$ cat src/rtl/scan_pkg.sv
// Shared definitions for the channel scan sequencer: channel geometry and
// the sequencer state encoding.
package scan_pkg;

  localparam int NUM_CH = 16;
  localparam int ADDR_W = 4;

  typedef enum logic [1:0] {
    IDLE  = 2'd0,
    DWELL = 2'd1,
    BLANK = 2'd2
  } state_t;

endpackage

$ cat src/rtl/scan_next_ch.sv
// Priority search for the next enabled channel: lowest set mask bit, either
// from bit 0 (from_zero) or strictly above the current address.
module scan_next_ch
  import scan_pkg::*;
(
  input  logic [NUM_CH-1:0] mask,
  input  logic [ADDR_W-1:0] addr,
  input  logic              from_zero,
  output logic              found,
  output logic [ADDR_W-1:0] ch
);

  // Descending walk so the lowest qualifying bit is the last one written.
  always_comb begin
    found = 1'b0;
    ch    = '0;
    for (int i = NUM_CH - 1; i >= 0; i--) begin
      if (mask[i] && (from_zero || (i > int'(addr)))) begin
        found = 1'b1;
        ch    = ADDR_W'(i);
      end
    end
  end

endmodule

$ cat src/rtl/scan_sequencer.sv
// Sequential channel scanner driving a 4-to-16 one-hot decoder's select/enable.
// Define SCAN_BLANKING_EN to insert one en=0 BLANK cycle between channels.
module scan_sequencer
  import scan_pkg::*;
#(
  parameter int DWELL_W = 8
) (
  input  logic               clk,
  input  logic               rst_n,
  input  logic               start,
  input  logic               stop,
  input  logic               cont,
  input  logic [NUM_CH-1:0]  mask,
  input  logic [DWELL_W-1:0] dwell,
  output logic [ADDR_W-1:0]  addr,
  output logic               en,
  output logic               busy,
  output logic               done
);

  state_t             state, state_d;
  logic [ADDR_W-1:0]  addr_d;
  logic [DWELL_W-1:0] cnt, cnt_d;
  logic [DWELL_W-1:0] dwell_eff;
  logic               stop_q, stop_eff;
  logic               done_d;
  logic               adv_found, wrap_found, has_above;
  logic [ADDR_W-1:0]  adv_ch, wrap_ch;

  assign dwell_eff = (dwell == '0) ? DWELL_W'(1) : dwell;
  assign stop_eff  = stop_q | stop;

  scan_next_ch u_adv (
    .mask      (mask),
    .addr      (addr),
    .from_zero (1'b0),
    .found     (adv_found),
    .ch        (adv_ch)
  );

  scan_next_ch u_wrap (
    .mask      (mask),
    .addr      (addr),
    .from_zero (1'b1),
    .found     (wrap_found),
    .ch        (wrap_ch)
  );

  // done is registered, so "last channel of the sweep" is decided one cycle
  // ahead, against the channel that will be driven next cycle.
  assign has_above = |((mask >> addr_d) >> 1);

  always_comb begin
    // NOTE: every always_comb output gets a default first so no path can infer a latch.
    state_d = state;
    addr_d  = addr;
    cnt_d   = cnt;
    done_d  = 1'b0;
    unique case (state)
      IDLE: begin
        if (start && !stop) begin
          if (wrap_found) begin
            state_d = DWELL;
            addr_d  = wrap_ch;
            cnt_d   = dwell_eff;
          end else begin
            done_d = 1'b1;
          end
        end
      end
      DWELL: begin
        if (cnt > DWELL_W'(1)) begin
          cnt_d = cnt - DWELL_W'(1);
        end else if (stop_eff) begin
          state_d = IDLE;
          cnt_d   = '0;
        end else if (adv_found || (cont && wrap_found)) begin
          addr_d = adv_found ? adv_ch : wrap_ch;
`ifdef SCAN_BLANKING_EN
          state_d = BLANK;
          cnt_d   = '0;
`else
          cnt_d   = dwell_eff;
`endif
        end else begin
          state_d = IDLE;
          cnt_d   = '0;
        end
      end
      BLANK: begin
        state_d = DWELL;
        cnt_d   = dwell_eff;
      end
      default: state_d = IDLE;
    endcase
    if ((state_d == DWELL) && (cnt_d == DWELL_W'(1)) && !has_above) done_d = 1'b1;
  end

  always_ff @(posedge clk or negedge rst_n) begin
    if (!rst_n) begin
      state  <= IDLE;
      addr   <= '0;
      cnt    <= '0;
      stop_q <= 1'b0;
      en     <= 1'b0;
      busy   <= 1'b0;
      done   <= 1'b0;
    end else begin
      // NOTE: non-blocking assignments so every flop samples pre-edge values.
      state  <= state_d;
      addr   <= addr_d;
      cnt    <= cnt_d;
      stop_q <= (state_d != IDLE) && (stop_q || stop);
      en     <= (state_d == DWELL);
      busy   <= (state_d != IDLE);
      done   <= done_d;
    end
  end

endmodule

$ cat config.mk
export PLATFORM = sky130hd
export DESIGN_NAME = scan_sequencer
export DESIGN_NICKNAME = d
export VERILOG_FILES = /design/src/rtl/scan_pkg.sv /design/src/rtl/scan_next_ch.sv /design/src/rtl/scan_sequencer.sv
export SDC_FILE = /design/constraint.sdc
export NUM_CORES = 1
export LEC_CHECK = 0
export ABC_AREA = 1
export BUFFER_PORTS_ARGS = -buffer_cell sky130_fd_sc_hd__buf_2
export CAP_MARGIN = 30
export CORE_MARGIN = 5
export CORE_UTILIZATION = 55
export CTS_BUF_LIST = sky130_fd_sc_hd__clkbuf_8
export DETAILED_ROUTE_END_ITERATION = 6
export PLACE_DENSITY = 0.87
export SLEW_MARGIN = 20
export SYNTH_ARGS = -nofsm -noshare
export SYNTH_HDL_FRONTEND = slang
export SYNTH_SLANG_ARGS = --single-unit
$ cat constraint.sdc
create_clock -name clk -period 7.2 [get_ports clk]
set_clock_uncertainty 0.2 [all_clocks]
set_input_delay 1.08 -clock clk [delete_from_list [all_inputs] [get_ports clk]]
set_output_delay 1.08 -clock clk [all_outputs]
set_load 0.05 [all_outputs]
Word level (Yosys, flattened, before mapping)
Index checks and enable logic that the tools add are counted.
- flip-flop bits (word level): 18
- latch bits: 0
- bits in writable memories: 0
- memory bits (read-only): 0
- bits of input ports: 29
- output and inout port bits: 7
- logic and storage cells: 144
- memories: 0
- $add $sub $neg: 1
- multipliers: 0
- divide/modulo/power cells: 0
- $lt $le $gt $ge: 16
- equal/unequal tests: 4
- shifts and indexed selects: 1
- multiplexer cells: 86
- bitwise operators: 1
- reductions and logical operators: 28
- operator list (kind ; number):
    4-bit two-way mux ; 37
    8-bit two-way mux ; 6
    1-bit two-way mux ; 35
    4-bit greater-than comparator, first input constant ; 8
    8-bit case mux with 3 select lines ; 1
    1-bit logical AND ; 20
    3-bit by 4-bit greater-than comparator with 1-bit output, first input constant ; 4
    16-bit by 4-bit >> shifter with 16-bit output ; 1
    15-bit OR reduction ; 1
    2-bit two-way mux ; 5
    8-bit by 1-bit == test with 1-bit output, second input constant ; 1
    2-bit by 4-bit greater-than comparator with 1-bit output, first input constant ; 2
    8-bit by 1-bit greater-than comparator with 1-bit output, second input constant ; 1
    8-bit logical NOT ; 1
    4-bit case mux with 2 select lines ; 1
    8-bit by 1-bit subtractor with 8-bit output, second input constant ; 1
    2-bit case mux with 3 select lines ; 1
    2-bit by 1-bit == test with 1-bit output, second input constant ; 2
    1-bit by 4-bit greater-than comparator with 1-bit output, first input constant ; 1
    2-bit == test, second input constant ; 1
    1-bit logical NOT ; 2
    2-bit logical NOT ; 1
    1-bit logical OR ; 2
    2-bit nonzero test ; 1
    1-bit OR ; 1

Depth between registers and ports, before layout
- depth after elaboration: 27
- gate-level depth with buffers: 32
- depth with buffers taken out: 32

Modules after synthesis
A second synthesis with hierarchy kept.
- cells, all modules: 526
- area, all modules: 2874.0 sq um
- by module, submodules not included (module ; times used ; cells each ; area an instance (sq um) ; seq. area each (sq um)):
    scan_sequencer ; 1 ; 376 ; 2133.3 ; 450.4
    scan_next_ch ; 2 ; 75 ; 370.4 ; 0.0

Worst setup path after synthesis
No wires, ideal clock.
- path kind: input port to flip-flop
- start point: input mask[10]
- end point: register done
- setup time: 0.067 ns
- arrival time: 2.927 ns
- required time: 6.933 ns
- slack: 4.007 ns
- cell stages on the path: 17
- path buffers: 0
- path through: inv_1 > nand4_1 > nor4_2 > nand2_1 > nand2_1 > a21oi_1 > a221oi_1 > nand2_1 > o21ai_0 > nand2_1 > nor2_1 > nand3_1 > nor2_1 > nand2_1 > a21oi_2 > nand2_1 > nand2_1
- cells in the longest elaborated chain, start to end: 22
- elaborated cells between the ends (all ways): 75
- classes of those cells: eq/ne (2); shift (1); mux (65); reduce/logical (7)
- ends and longest elaborated chain (item ; RTL line ; source):
    from (decl) ; scan_sequencer.sv:13 ; input logic [NUM_CH-1:0] mask,
    1-bit two-way mux (11 in series) ; scan_next_ch.sv:18 ; if (mask[i] && (from_zero || (i > int'(addr)))) begin
    1-bit logical AND ; scan_sequencer.sv:77 ; end else if (adv_found || (cont && wrap_found)) begin
    1-bit logical OR ; scan_sequencer.sv:77 ;
    4-bit two-way mux ; scan_sequencer.sv:77 ;
    4-bit two-way mux ; scan_sequencer.sv:74 ; end else if (stop_eff) begin
    4-bit two-way mux ; scan_sequencer.sv:72 ; if (cnt > DWELL_W'(1)) begin
    4-bit case mux with 2 select lines ; scan_sequencer.sv:59 ; unique case (state)
    16-bit by 4-bit >> shifter with 16-bit output ; scan_sequencer.sv:51 ; assign has_above = |((mask >> addr_d) >> 1);
    15-bit OR reduction ; scan_sequencer.sv:51 ;
    1-bit logical NOT ; scan_sequencer.sv:96 ; if ((state_d == DWELL) && (cnt_d == DWELL_W'(1)) && !has_above) done_d = 1'b1;
    1-bit logical AND ; scan_sequencer.sv:96 ;
    1-bit two-way mux (*) ; scan_sequencer.sv:96 ;
    via done_d ; scan_sequencer.sv:26 ; logic done_d;
    to (signal assigned) ; scan_sequencer.sv:116 ; done <= done_d;
    to (decl) ; scan_sequencer.sv:18 ; output logic done
The timed path passes the listed nets; every way through them passes the cells marked *.

Worst setup path after layout
- start point: input mask[15]
- end point: register done
- cells in the longest elaborated chain, start to end: 27
- elaborated cells between the ends (all ways): 95
- classes of those cells: eq/ne (2); shift (1); mux (85); reduce/logical (7)
- ends and longest elaborated chain (item ; RTL line):
    1-bit two-way mux (16 in series) ; scan_next_ch.sv:18
    1-bit logical AND ; scan_sequencer.sv:77
    1-bit logical OR ; scan_sequencer.sv:77
    4-bit two-way mux ; scan_sequencer.sv:77
    4-bit two-way mux ; scan_sequencer.sv:74
    4-bit two-way mux ; scan_sequencer.sv:72
    4-bit case mux with 2 select lines ; scan_sequencer.sv:59
    16-bit by 4-bit >> shifter with 16-bit output ; scan_sequencer.sv:51
    15-bit OR reduction ; scan_sequencer.sv:51
    1-bit logical NOT ; scan_sequencer.sv:96
    1-bit logical AND ; scan_sequencer.sv:96
    1-bit two-way mux (*) ; scan_sequencer.sv:96
    via done_d ; scan_sequencer.sv:26
Marks and branches as above.

==> impl_results.md <==
- Worst hold path class: flop to flop
- Syn avg cell area: 5.75 µm²
- Tmin final: 3.50 ns
- WP data arrival: 3.48 ns
- Post-route setup slack: 3.70 ns
- R2r worst-path depth: 22
- R2R Setup Slk: 3.98 ns
- Hold path startpoint: stop_q
- Synth Register Bits: 18
- Internal: 352 µW
- Hold endpoint: stop_q
- Initial antenna violation count: 0
- Area occupied by multi-input gates: 1410 µm²
- Max Cap Viol: 0
- Ys Warns: 0
- Fmax: 286 MHz
- Synth async-reset ratio: 1.00
- Critical Path Start: mask[15]
- Crit start category: input port
- Initial Util: 0.574
- Sequential power share: 0.251
- Die area: 5220 µm²
- Data required time of the worst path: 7.19 ns
- Comb power frac: 0.649
- Final Hold Fails: 0
- Cells after Synth: 371
- Worst path buffer plus inverter count: 2
- Most frequent cells in the layout: nand2_1 (120), inv_1 (62), nor2_1 (41), nand3_1 (35), buf_2 (35)
- GRT Total Usage: 0.233
- WHS Path Cells: 2
- Net Switching: 450 µW
- Synth cell types: 40
- Post-synth EDFFs: 0
- DRC: 0
- Worst Setup End Kind: flop
- CTS tree: built
- Final HPWL DP: 4770 µm
- Final #Nets: 440
- Top delay family on crit path: simple AND/OR/NAND/NOR gates
- Slowest-stage cell, CP: nor4_2
- First-pass GRT wire length: 9900 µm
- # H-tree levels: 1
- Total routed wirelength: 5930 µm
- Drt pass-1 iters: 6
- Post-Syn Nets: 402
- Crit Reg-Reg Startpoint: addr[3]
- Status: complete, no violations
- WL/cell: 13.0 µm
- Die extent in x: 72.3 µm
- Setup Buffers After CTS: 0
- Ys flop type: dfrtp_1
- Reg clk slew, reported paths: 0.06 ns
- Post-DR vias/cell: 5.68
- Setup TNS: 0 ns
- Number of diodes: 0
- Placeable Area: 3720 µm²
- RSZ-0062 raised after global routing: no
- CTS buffer count: 3
- CTS Sinks: 18
- Number of fill cells: 358
- Final slew viol count: 0
- GRT overflow: 0
- Clock buffer depth: 2
- Ratio of cells with drive above 1 in the final layout: 0.164
- CTS resizes: 0
- DP Cell Count: 452
- Max_slew headroom: 0.624
- Vias: 2,591
- CP max stage delay: 0.31 ns
- Vias in the first global route: 2,186
- Reg2reg end: done
- Most common cell after layout, fill and taps aside: nand2_1
- Io pins: 36
- Largest net degree at the start of global routing: 19
- Ratio of total power to cell area: 332 nW/µm²
- Sequential cell area: 450 µm²
- Clock network fraction of total power: 0.100
- Clk_lat worst skew: 0.25 ns
- Peak supply drop: 221 µV
- Final Non-Filler Cells: 456
- Cell breakdown of the critical path: buf_2 > nor2_1 > inv_1 > nor4_2 > nand2_1 > nand2_1 > a21oi_1 > a221oi_1 > nand2_1 > o21ai_1 > nand2_1 > nor2_1 > nand3_1 > nor2_1 > nand2_1 > a21oi_2 > nand2_1 > nand2_1
- Core Rows: 22
- DP Worst Slack: 3.48 ns
- Worst-margin pin slew: 0.564 ns
- Final period utilization: 0.486
- Sequential share of the synthesized area: 0.211
- Die height: 72.3 µm
- Detailed Route Iter0 Violations: 334
- Worst-path fanout max: 8
- Critical path class: input port to flop
- Leak: 1.36 nW
- Switching portion of total power: 0.561
- Port bufs: 35
- Global placer's final weighted congestion: 1.01
- Synthesized cell area: 2130 µm²
- Final setup fails: 0
- Area grow syn2layout: 13.0%
- Pwr Total: 801 µW
- CTS Hold Buffers Added: 0
- Root buffer cell: clkbuf_8
- Post-DRT Antenna Nets: 0
- Cell mode on critical path: nand2_1
per-stage QoR:
| stage | hold slack, ns | utilization | area [µm²] |
|---|---|---|---|
| after floorplan | 0.282 | - | 2130 |
| after global placement | 0.347 | 0.634 | 2360 |
| after detailed placement | 0.378 | 0.634 | 2360 |
| after CTS | 0.394 | 0.649 | 2410 |
| after global routing | 0.439 | 0.649 | 2410 |
| final | 0.388 | 0.649 | 2410 |
cell usage after synthesis, types with 2 or more instances:
cell type | number | area, µm²
o21ai_0 | 14 | 70.1
a21oi_1 | 11 | 55.1
a31oi_1 | 5 | 31.3
dfrtp_1 | 18 | 450
nand2_2 | 3 | 18.8
a221oi_1 | 4 | 35.0
o21ai_1 | 6 | 30.0
inv_1 | 62 | 233
o221ai_1 | 2 | 17.5
o211ai_2 | 5 | 62.6
nor2_1 | 41 | 154
nor2_2 | 5 | 31.3
a21oi_2 | 4 | 35.0
o2111ai_1 | 2 | 17.5
nand4_1 | 3 | 18.8
o211ai_1 | 3 | 22.5
inv_2 | 3 | 11.3
nor3_1 | 4 | 20.0
nand2_1 | 120 | 450
nand3_1 | 35 | 175
ha_1 | 2 | 25.0
power by group through the flow:
stage          clock network (mW)  logic [mW]  registers, mW
2_1_floorplan                   0       0.362          0.226
4_1_cts                    0.0824       0.515          0.197
5_1_grt                    0.0878       0.583          0.206
6_report                   0.0802       0.520          0.201
3_5_place_dp                    0       0.513          0.199
3_3_place_gp                    0       0.504          0.198
worst reg2reg max path, cell delays in order (launching register included):
cell	delay [ns]
dfrtp_1	0.50
inv_4	0.16
nand2_1	0.10
nor3_2	0.14
nor2_2	0.06
a21oi_2	0.17
nand2_1	0.09
nor2_2	0.14
nand2_2	0.10
a21oi_2	0.17
o21ai_1	0.07
and2_1	0.29
o211ai_2	0.13
nand2_1	0.09
o21ai_1	0.12
nand2_1	0.08
nor2_1	0.11
nand3_1	0.08
nor2_1	0.09
nand2_1	0.07
a21oi_2	0.10
nand2_1	0.06
nand2_1	0.06
cells by family after synthesis:
| family | count (synthesis) | share of synthesized area |
|---|---|---|
| AND/OR/NAND/NOR | 218 | 0.443 |
| XOR/XNOR | 1 | 0.00411 |
| buffers and inverters | 70 | 0.128 |
| AO/OA/AOI/OAI | 61 | 0.199 |
| flip-flops | 18 | 0.211 |
| adder cells (fa/ha/maj) | 2 | 0.0117 |
| other | 1 | 0.00176 |
state kept, by name, summed over array words and instances, names as in the netlist:
register / count
addr: 4
busy: 1
cnt: 8
done: 1
en: 1
state: 2
stop_q: 1
layout make-up:
class,count,area share
inverters,67,0.105
repair buffers,36,0.0758
well taps,48,0.0249
clock buffers,4,0.0228
flip-flops and latches,18,0.187
multi-input cells,283,0.584
per-layer routing:
metal	share of wire	global-route usage
met1	0.45	0.356
met2	0.44	0.342
met3	0.098	0.0319
met5	0	0
met4	0.0059	0.0564
how the worst max path moves through the flow:
stage           end  cells after the start  slack (ns)
4_1_cts        done                     18        3.74
6_report       done                     18        3.70
3_3_place_gp   done                     18        3.55
3_5_place_dp   done                     18        3.48
5_1_grt        done                     18        3.39
2_1_floorplan  done                     17        4.01
No activity file was read; power rests on OpenSTA's default activity.
